<file path="src/rtl/dm_mmio_pkg.sv">
// Shared definitions for the data-memory-port timer peripheral:
// register selects, CTRL field layout and the byte-lane write merge.
package dm_mmio_pkg;

  localparam logic [2:0] REG_CTRL     = 3'd0;
  localparam logic [2:0] REG_PRESCALE = 3'd1;
  localparam logic [2:0] REG_COMPARE  = 3'd2;
  localparam logic [2:0] REG_COUNT    = 3'd3;
  localparam logic [2:0] REG_STATUS   = 3'd4;

  localparam int CTRL_EN_BIT  = 0;
  localparam int CTRL_AR_BIT  = 1;
  localparam int CTRL_IRQ_BIT = 2;

  typedef struct packed {
    logic irq_en;
    logic auto_reload;
    logic enable;
  } ctrl_t;

  // Lanes with web[i]=0 take the new byte; the rest keep the old byte.
  function automatic logic [31:0] merge_bytes(input logic [31:0] old_v,
                                              input logic [31:0] new_v,
                                              input logic [3:0]  web);
    logic [31:0] merged;
    for (int i = 0; i < 4; i++) begin
      merged[8*i +: 8] = web[i] ? old_v[8*i +: 8] : new_v[8*i +: 8];
    end
    return merged;
  endfunction

endpackage

</file>
<file path="src/rtl/dm_mmio_prescaler.sv">
// Prescale counter: emits a one-cycle tick every prescale_i+1 enabled cycles.
// clear_i restarts the count (used when PRESCALE is rewritten).
module dm_mmio_prescaler
  import dm_mmio_pkg::*;
#(
  parameter int PRE_W = 16
) (
  input  logic             clk,
  input  logic             rst,
  input  logic             enable_i,
  input  logic             clear_i,
  input  logic [PRE_W-1:0] prescale_i,
  output logic             tick_o
);

  logic [PRE_W-1:0] pre_cnt_q, pre_cnt_d;

  assign tick_o = enable_i && (pre_cnt_q == prescale_i);

  always_comb begin
    if (!enable_i || clear_i || tick_o) pre_cnt_d = '0;
    else                                pre_cnt_d = pre_cnt_q + 1'b1;
  end

  always_ff @(posedge clk) begin
    if (rst) pre_cnt_q <= '0;
    else     pre_cnt_q <= pre_cnt_d;
  end

endmodule

</file>
<file path="src/rtl/dm_mmio_timer.sv">
// Timer/compare peripheral responding on the SRAM-style data-memory port.
// Prescaled 32-bit counter with compare match, auto-reload and level irq.
module dm_mmio_timer
  import dm_mmio_pkg::*;
#(
  parameter int ADDR_W = 14,
  parameter int SEL_W  = 3,
  parameter int PRE_W  = 16
) (
  input  logic              clk,
  input  logic              rst,
  input  logic              CS,
  input  logic              OE,
  input  logic [3:0]        WEB,
  input  logic [ADDR_W-1:0] A,
  input  logic [31:0]       DI,
  output logic [31:0]       DO,
  output logic              irq
);

  ctrl_t            ctrl_q, ctrl_d;
  logic [PRE_W-1:0] prescale_q, prescale_d;
  logic [31:0]      compare_q, compare_d;
  logic [31:0]      count_q, count_d;
  logic             match_q, match_d;
  logic [31:0]      do_q, do_d;

  logic [2:0]  sel;
  logic        wr, rd, tick, hit, w1c, pre_clear;
  logic [31:0] rdata, count_tick, merged;
  logic        addr_unused;

  // Upper address bits alias onto the same eight register slots.
  assign sel         = 3'(A[SEL_W-1:0]);
  assign addr_unused = ^A;

  assign wr        = CS && (WEB != 4'hF);
  assign rd        = CS && (WEB == 4'hF);
  assign hit       = (count_q == compare_q);
  assign w1c       = wr && (sel == REG_STATUS) && !WEB[0] && DI[0];
  assign pre_clear = wr && (sel == REG_PRESCALE);

  dm_mmio_prescaler #(.PRE_W(PRE_W)) u_prescaler (
    .clk       (clk),
    .rst       (rst),
    .enable_i  (ctrl_q.enable),
    .clear_i   (pre_clear),
    .prescale_i(prescale_q),
    .tick_o    (tick)
  );

  always_comb begin
    rdata = '0;
    case (sel)
      REG_CTRL: begin
        rdata[CTRL_EN_BIT]  = ctrl_q.enable;
        rdata[CTRL_AR_BIT]  = ctrl_q.auto_reload;
        rdata[CTRL_IRQ_BIT] = ctrl_q.irq_en;
      end
      REG_PRESCALE: rdata[PRE_W-1:0] = prescale_q;
      REG_COMPARE:  rdata = compare_q;
      REG_COUNT:    rdata = count_q;
      REG_STATUS:   rdata[0] = match_q;
      default:      rdata = '0;
    endcase
  end

  always_comb begin
    count_tick = count_q;
    if (tick) count_tick = (hit && ctrl_q.auto_reload) ? 32'd0 : count_q + 32'd1;
  end

  // Partial writes to COUNT merge over the tick-updated value, so unwritten lanes still advance.
  assign merged = merge_bytes((sel == REG_COUNT) ? count_tick : rdata, DI, WEB);

  always_comb begin
    ctrl_d     = ctrl_q;
    prescale_d = prescale_q;
    compare_d  = compare_q;
    count_d    = count_tick;
    match_d    = (tick && hit) || (match_q && !w1c);
    do_d       = rd ? rdata : do_q;
    if (wr) begin
      case (sel)
        REG_CTRL: begin
          ctrl_d.enable      = merged[CTRL_EN_BIT];
          ctrl_d.auto_reload = merged[CTRL_AR_BIT];
          ctrl_d.irq_en      = merged[CTRL_IRQ_BIT];
        end
        REG_PRESCALE: prescale_d = merged[PRE_W-1:0];
        REG_COMPARE:  compare_d  = merged;
        REG_COUNT:    count_d    = merged;
        default: ;
      endcase
    end
  end

  always_ff @(posedge clk) begin
    if (rst) begin
      ctrl_q     <= '0;
      prescale_q <= '0;
      compare_q  <= '0;
      count_q    <= '0;
      match_q    <= 1'b0;
      do_q       <= '0;
    end else begin
      ctrl_q     <= ctrl_d;
      prescale_q <= prescale_d;
      compare_q  <= compare_d;
      count_q    <= count_d;
      match_q    <= match_d;
      do_q       <= do_d;
    end
  end

  assign DO  = OE ? do_q : 32'd0;
  assign irq = match_q && ctrl_q.irq_en;

endmodule

</file>
<file path="config.mk">
export PLATFORM = sky130hd
export DESIGN_NAME = dm_mmio_timer
export DESIGN_NICKNAME = d
export VERILOG_FILES = /design/src/rtl/dm_mmio_pkg.sv /design/src/rtl/dm_mmio_prescaler.sv /design/src/rtl/dm_mmio_timer.sv
export SDC_FILE = /design/constraint.sdc
export NUM_CORES = 1
export LEC_CHECK = 0
export CELL_PAD_IN_SITES_DETAIL_PLACEMENT = 1
export CELL_PAD_IN_SITES_GLOBAL_PLACEMENT = 1
export CORE_UTILIZATION = 43
export CTS_CLUSTER_SIZE = 16
export DETAILED_ROUTE_END_ITERATION = 8
export GPL_TIMING_DRIVEN = 0
export PLACE_DENSITY_LB_ADDON = 0.15
export SLEW_MARGIN = 20
export SYNTH_ARGS = -nofsm -noshare
export SYNTH_HDL_FRONTEND = slang
export SYNTH_SLANG_ARGS = --single-unit
</file>
<file path="constraint.sdc">
create_clock -name clk -period 2.7 [get_ports clk]
set_input_delay 0.54 -clock clk [delete_from_list [all_inputs] [get_ports clk]]
set_output_delay 0.54 -clock clk [all_outputs]
set_load 0.02 [all_outputs]
</file>
==> results.txt <==
The reported leakage power is 3.484 nW. The initial core utilization came out at 0.4440. The detailed router finished its first iteration with 922 violations. The number of global-route vias before repair is 8,531. After floorplanning, the core was divided into 49 placement rows. The total number of vias came out at 8,526. The required time of the critical path is 3.07 ns.

The final reports fail on design-rule violations, negative setup slack. The synthesized design contains 0 enable-type register cells. The hold-fix buffer count after cts came out at 0.

The min-delay analysis places its worst path in the category reg -> reg. The total overflow reported by the global router came out at 0. The critical path is of the in -> reg type. The synthesis warning total came out at 0.

The areal power density over the cells is 530.7 mW/mm^2. The cell type with the largest total area after synthesis is sky130_fd_sc_hd__dfxtp_1. The leading register cell type out of synthesis is sky130_fd_sc_hd__dfxtp_1. The routed via count divided by cell count is 6.306. The largest fanout of any net on the critical path came out at 10. The maximum vdd drop is 0.3598 mV. For this run, design rule violations remaining after detail routing come to 9. The count of boundary I/O pins came out at 87.

The slowest stage of the critical path belongs to the cell sky130_fd_sc_hd__a211oi_1. The post-placement cell count came out at 1,312. The buffer depth of the longest clock path is 2. Clock tree synthesis selected as its root buffer the cell sky130_fd_sc_hd__clkbuf_16. Setup violations remaining at the end of the flow were counted as 3. For this run, the total global-route usage over all layers was measured as 0.3548. The number of buffers added on ports came out at 72. The run finished, with violations left. The worst setup skew after layout is 0.01248 ns.

After the last flow step, the layout net total stands at 1,166. On the final layout, the worst hold slack is 0.4529 ns. The number of clock buffers inserted by TritonCTS is 17. The count of inserted antenna diode cells came out at 0. Of the cells placed in the final design, the portion with a size suffix greater than 1 is 0.1523. The number of slew-limit violations in the final report is 0. The area share of the largest cell type after synthesis is 0.3280. Clock tree synthesis found a total of 132 sinks.

The cell count after synthesis came out at 1,011. The actual transition at the worst max-transition pin is 0.9218 ns. The synthesized area per cell came out at 7.970 sq um. Setup repair after global routing could not meet its margin everywhere.

The number of maximum-capacitance violations came out at 0. The H-tree was split into 4 levels. At the worst endpoint, the arrival time is 3.27 ns. The number of buffer and inverter stages on the critical path came out at 4. The critical path endpoint category is a register. The total power after layout came out at 5.304 mW. The congestion estimate from routability-driven global placement came to 0.9772.

The setup slack on the worst flop-to-flop path came out at 0.06 ns. The clock period minus final worst setup slack came out at 2.900 ns. The register bit total from synthesis is 132. Among cell families on the critical path, the largest total delay comes from buffers and inverters. The clock-pin slew of the registers on the worst-case setup and hold paths is 0.06 ns. The core region is 0.01815 sq mm. The number of antenna violations at the first check in global routing came to 0. In the finished design, the share of the clock period the worst path needs comes to 1.074.

The count of final hold-check violations is 0. The synthesis-to-layout area growth is 24.04%. Setup slack on the critical path of the routed design comes to -0.2003 ns. The post-synthesis cell type count is 74.

The number of nets handed over by synthesis was 1,067. The first-pass GRT wire length is 51,100 um. The share of synthesized registers carrying an async set or reset is 0. The part of the Yosys area used for sequential elements came out at 0.3280. TritonCTS built the clock tree. The die area is 0.01929 sq mm. The clock network latency to the later pin of the worst-skew pair came out at 0.44 ns. The final cell count without fillers is 1,352. The cell area that synthesis handed to floorplanning was 0.008058 sq mm. The maximum number of pins on one net before global-route repair came out at 17.

The total half-perimeter wirelength after legalization and detailed placement came out at 24,340 um. The count of nets left with antenna violations once routing finished came out at 0. Yosys attributes the largest share of cell area to sky130_fd_sc_hd__dfxtp_1 33%, sky130_fd_sc_hd__nand2_1 6.0%, sky130_fd_sc_hd__xnor2_1 5.4%. The critical path goes through clkdlybuf4s50_1, nand4_1, buf_4, inv_1, nand2_1, clkbuf_1, a211oi_1, a21oi_1, nor2_1. The average wire per standard cell is 25.07 um.

The remaining max-slew budget at the tightest pin is 0.3696. The x dimension of the die came out at 138.9 um. The routed design has 33,890 um of wire.

STA classifies the critical path startpoint as an input pin. The maximum achievable frequency came out at 344.8 MHz. The first detailed-routing pass ran for 9 iterations. The die boundary height is 138.9 um. The worst stage delay on the critical path came out at 0.73 ns.
==> metal layers <==
metal / track usage / wire, um
met3: 0.1067 / 3345
met1: 0.4569 / 14200
met4: 0.1573 / 1470
met5: 0 / 0
met2: 0.5473 / 14870
==> worst register-to-register path, cell delays in order, from the launching register on <==
cell and delay [ns]:
sky130_fd_sc_hd__dfxtp_2 0.36, sky130_fd_sc_hd__xnor2_1 0.21, sky130_fd_sc_hd__nand3_2 0.18, sky130_fd_sc_hd__or3_1 0.37
sky130_fd_sc_hd__buf_6 0.16, sky130_fd_sc_hd__buf_12 0.16, sky130_fd_sc_hd__nor3_2 0.22, sky130_fd_sc_hd__xor2_1 0.26
sky130_fd_sc_hd__a21oi_1 0.16, sky130_fd_sc_hd__o41ai_1 0.43
==> state kept, by name, indices dropped and copies added, names as in the netlist <==
| register | count |
|---|---|
| compare_q | 32 |
| count_q | 32 |
| do_q | 32 |
| prescale_q | 16 |
| u_prescaler.pre_cnt_q | 16 |
| ctrl_q | 3 |
| match_q | 1 |
==> worst paths after layout <==
check	startpoint	end	cells after the start
worst max-delay path	WEB[0]	do_q[10]$_SDFFE_PP0P_	9
worst min-delay path	do_q[7]$_SDFFE_PP0P_	do_q[7]$_SDFFE_PP0P_	2
worst max register to register	prescale_q[1]$_SDFFE_PP0P_	prescale_q[11]$_SDFFE_PP0P_	9
worst min register to register	do_q[7]$_SDFFE_PP0P_	do_q[7]$_SDFFE_PP0P_	2
==> synth_stat cells (3+ instances only) <==
master	count
sky130_fd_sc_hd__nand4_1	20
sky130_fd_sc_hd__nor2_1	106
sky130_fd_sc_hd__nor4_1	5
sky130_fd_sc_hd__o41ai_1	12
sky130_fd_sc_hd__inv_1	12
sky130_fd_sc_hd__nor3_1	28
sky130_fd_sc_hd__buf_2	19
sky130_fd_sc_hd__xnor2_1	50
sky130_fd_sc_hd__o221ai_1	3
sky130_fd_sc_hd__nor3b_1	20
sky130_fd_sc_hd__nand3b_1	27
sky130_fd_sc_hd__or3_1	11
sky130_fd_sc_hd__o41ai_2	8
sky130_fd_sc_hd__nor4_4	5
sky130_fd_sc_hd__a211o_1	3
sky130_fd_sc_hd__buf_1	8
sky130_fd_sc_hd__o31ai_1	13
sky130_fd_sc_hd__nor2b_1	8
sky130_fd_sc_hd__dfxtp_1	132
sky130_fd_sc_hd__a32oi_1	3
sky130_fd_sc_hd__a311oi_1	14
sky130_fd_sc_hd__and3_1	13
sky130_fd_sc_hd__a21o_1	4
sky130_fd_sc_hd__o22ai_1	3
sky130_fd_sc_hd__o21ai_0	32
sky130_fd_sc_hd__o21ai_1	5
sky130_fd_sc_hd__and2_1	36
sky130_fd_sc_hd__nand3_1	28
sky130_fd_sc_hd__a22oi_1	11
sky130_fd_sc_hd__a31oi_1	4
sky130_fd_sc_hd__a21oi_1	54
sky130_fd_sc_hd__nand2_1	129
sky130_fd_sc_hd__and4_1	5
sky130_fd_sc_hd__mux2_2	13
sky130_fd_sc_hd__clkbuf_1	55
sky130_fd_sc_hd__nor4_2	5
sky130_fd_sc_hd__mux2i_1	3
sky130_fd_sc_hd__a211oi_1	17
sky130_fd_sc_hd__a221oi_1	7
sky130_fd_sc_hd__xor2_1	34
sky130_fd_sc_hd__nor3_2	6
==> cell type report <==
class	count	area [sq um]
Inverter	13	48.80
Clock buffer	20	446.7
Multi-Input combinational cell	780	5109
Clock inverter	12	201.4
Tap cell	229	286.5
Sequential cell	132	2658
Timing Repair Buffer	86	838.3
Buffer	80	406.6
Fill cell	2233	8153
==> cells by family (layout without fill, tap and decap cells) <==
| kind of cell | count (synthesis) | after routing | share of synthesized area |
|---|---|---|---|
| xor gates and xnor gates | 85 | 85 | 0.09332 |
| AOI/OAI and AO/OA | 213 | 213 | 0.1924 |
| buffers and inverters | 99 | 211 | 0.05342 |
| DFF | 132 | 132 | 0.3279 |
| adders and majority gates | 2 | 2 | 0.003105 |
| and+or+nand+nor | 463 | 463 | 0.3051 |
| muxes | 17 | 17 | 0.02469 |
==> report_power, final <==
group	leakage [nW]	total, mW	switching, mW	internal (mW)
Sequential	1.07	2.02	0.0392	1.98
Clock	0.311	2.63	0.965	1.67
Combinational	2.10	0.653	0.419	0.234
==> cell usage in the layout (no fill, tap or decap), types with 14 or more instances in the layout <==
cell type,Yosys,routed
sky130_fd_sc_hd__nand2_1,129,128
sky130_fd_sc_hd__dfxtp_1,132,120
sky130_fd_sc_hd__nor2_1,106,102
sky130_fd_sc_hd__clkdlybuf4s50_1,0,72
sky130_fd_sc_hd__a21oi_1,54,53
sky130_fd_sc_hd__xnor2_1,50,46
sky130_fd_sc_hd__clkbuf_1,55,35
sky130_fd_sc_hd__and2_1,36,35
sky130_fd_sc_hd__xor2_1,34,33
sky130_fd_sc_hd__o21ai_0,32,32
sky130_fd_sc_hd__nor3_1,28,28
sky130_fd_sc_hd__nand3b_1,27,27
sky130_fd_sc_hd__nand3_1,28,24
sky130_fd_sc_hd__nand4_1,20,20
sky130_fd_sc_hd__nor3b_1,20,19
sky130_fd_sc_hd__clkbuf_2,0,19
sky130_fd_sc_hd__a211oi_1,17,17
sky130_fd_sc_hd__buf_2,19,17
sky130_fd_sc_hd__clkbuf_16,0,17
sky130_fd_sc_hd__buf_4,1,15
sky130_fd_sc_hd__a311oi_1,14,14
==> stage by stage <==
stage          setup TNS (ns)  setup slack, ns  cell area [sq um]    util
2_1_floorplan               0           0.3577               8058       -
3_3_place_gp           -77.85           -1.334               9065  0.4995
3_5_place_dp           -81.25           -1.386               9065  0.4995
4_1_cts               -0.6068          -0.1158               9847  0.5426
5_1_grt               -0.4377          -0.1593               9995  0.5507
6_report              -0.5078          -0.2003               9995  0.5507
==> what timing repair did <==
item	in CTS	in global routing
resized for setup	32	41
pin swaps	4	3
endpoints found under the setup margin	122	116
setup buffers	6	8
(Power assumes the default switching activity.)
==> RTL edit (same flow settings) <==
Reset style: asynchronous (`rst`), changed in 2 clocked blocks.
--- a/src/rtl/dm_mmio_prescaler.sv
+++ b/src/rtl/dm_mmio_prescaler.sv
@@ -24,3 +24,3 @@
 
-  always_ff @(posedge clk) begin
+  always_ff @(posedge clk or posedge rst) begin
     if (rst) pre_cnt_q <= '0;
--- a/src/rtl/dm_mmio_timer.sv
+++ b/src/rtl/dm_mmio_timer.sv
@@ -97,3 +97,3 @@
 
-  always_ff @(posedge clk) begin
+  always_ff @(posedge clk or posedge rst) begin
     if (rst) begin
Behaviour: differs if rst is asserted again (counterexample within 4 cycles, from zero or initial values and one cycle with rst high); with rst held inactive, the same outputs for 4 cycles.
==> RTL edit against the unedited design <==
- core utilization increased by 0.17 points
- area after synthesis shrank 1.6%
- final area down 0.38%
- wire length is 13% lower
- first-iteration DRC count decreased by 44%
- sequential cell count is the same
- setup slack better by 200 ps
Power is not compared: it rests on default switching activity, and its combinational part moved more than twofold at a synthesized area within 25%.
==> RTL edit: results (changes against the unedited design) <==
| Item | This run | Unit | Change |
| --- | --- | --- | --- |
| Weighted congestion reported at the end of routability-driven placement | 0.9016 | - | was 0.9772 |
| Data buffer area share | 11.95 | % | was 12.46% |
| Multi-input gate area | 0.004544 | mm^2 | was 0.005109 mm^2 |
| Slew at the pin closest to its max-slew limit | 911.7 | ps | was 921.8 ps |
| CP startpoint kind | register | - | was input port |
| Delay of the slowest cell on the worst path | 450 | ps | was 730 ps |
| Number of distinct library cells after synthesis | 60 | - | was 74 |
| Fraction of area in clock buffers and inverters | 5.981 | % | was 6.485% |
| R2R cell count | 11 | - | was 9 |
| Post-detailed-routing wire length | 29.48 | mm | was 33.89 mm |
| Global routing usage on met3 | 7.174 | % | was 10.67% |
| Number of nets in the final layout | 1,041 | - | was 1,166 |
| Reg-to-Reg Start | count_q[11]$_DFF_PP0_ | - | was prescale_q[1]$_SDFFE_PP0P_ |
| Share of cells above drive strength 1 | 17.03 | % | was 15.23% |
| Vias/cell | 6.138 | - | was 6.306 |
| Fraction of synthesis flops using an asynchronous set or reset pin | 100.0 | % | was 0% |
| Final HPWL DP | 20.93 | mm | was 24.34 mm |
| Top delay family on crit path | simple AND/OR/NAND/NOR gates | - | was buffers and inverters |
| Type of the most critical hold path | input port to async pin | - | was register to register |
| Met1 track demand over resource | 40.80 | % | was 45.69% |
| End point of the critical path | count_q[5]$_DFF_PP0_ | - | was do_q[10]$_SDFFE_PP0P_ |
| Status | finished clean | - | was complete, but fails checks |
| Top cells by count, synth | sky130_fd_sc_hd__dfrtp_1 (132), sky130_fd_sc_hd__nand2_1 (110), sky130_fd_sc_hd__nor2_1 (84), sky130_fd_sc_hd__xnor2_1 (58), sky130_fd_sc_hd__o21ai_0 (49) | - | was sky130_fd_sc_hd__dfxtp_1 (132), sky130_fd_sc_hd__nand2_1 (129), sky130_fd_sc_hd__nor2_1 (106), sky130_fd_sc_hd__clkbuf_1 (55), sky130_fd_sc_hd__a21oi_1 (54) |
| Arrival time reported for the critical path endpoint | 3000 | ps | was 3270 ps |
| M2 GR Usage | 52.37 | % | was 54.73% |
| Global-route wire length before repair | 44.42 | mm | was 51.10 mm |
| Skew final | 8.655 | ps | was 12.48 ps |
| Total iterations of the first detailed-routing run | 6 | - | was 9 |
| Sequential area share after synthesis | 41.68 | % | was 32.80% |
| Non-clock buffer instance count of the final layout | 144 | - | was 166 |
| Area used by sequential logic in the layout | 0.003303 | mm^2 | was 0.002658 mm^2 |
| #MultiIn Comb | 681 | - | was 780 |
| Maximum number of pins on one net before global-route repair | 34 | - | was 17 |
| All-Layer GR Usage | 32.42 | % | was 35.48% |
-- RTL edit: cell count changes after synthesis, moves of 19 or more --
cell / before / now
sky130_fd_sc_hd__a21oi_1: 54 / 22
sky130_fd_sc_hd__nand3b_1: 27 / 2
sky130_fd_sc_hd__nor3b_1: 20 / 1
sky130_fd_sc_hd__nor2_1: 106 / 84
sky130_fd_sc_hd__dfxtp_1: 132 / 0
sky130_fd_sc_hd__nand2_1: 129 / 110
sky130_fd_sc_hd__dfrtp_1: 0 / 132
sky130_fd_sc_hd__mux2_2: 13 / 41
-- RTL edit: logic make-up (layout without fill, tap and decap cells) --
group           after synthesis  count (layout)  synth area share (%)
simple gates                381             381                 24.11
fa+ha+maj                     2               2                0.3157
xor+xnor                     82              82                 9.157
flops                       132             132                 41.68
mux                          46              46                 6.931
compound gates              170             170                 14.13
buf+inv                      71             185                 3.679
-- RTL edit: stage by stage --
stage	utilization (%)	instances	cell area (um^2)	power [mW]	hold WS, ps
5_1_grt	55.24	1227	9957	7.279	470.9
6_report	55.24	1227	9957	6.998	433.6
3_5_place_dp	50.11	1190	9032	4.473	466.6
4_1_cts	54.30	1228	9787	6.910	433.4
3_3_place_gp	49.63	1186	8946	4.399	453.6
2_1_floorplan	-	884	7929	3.804	440.9
-- RTL edit: layer usage --
metal	wire (um)	part of all wire, %	vias up
met2	14060	48	312
met3	1836	6.2	88
met4	1251	4.2	0
met5	0	0	-
li1	-	-	3341
met1	12330	42	3790
-- RTL edit: repair_timing --
action                     CTS  global route
gates cloned                 0             0
buffers inserted             7             3
setup endpoints to repair  139            80
gates resized for setup     35            50
pin swaps                    4            10
-- RTL edit: power breakdown --
group	leakage (nW)	total (mW)	internal, mW	switching, mW
registers	1.66	2.81	2.34	0.468
clock network	0.276	2.38	1.43	0.950
logic	2.09	1.81	0.842	0.967
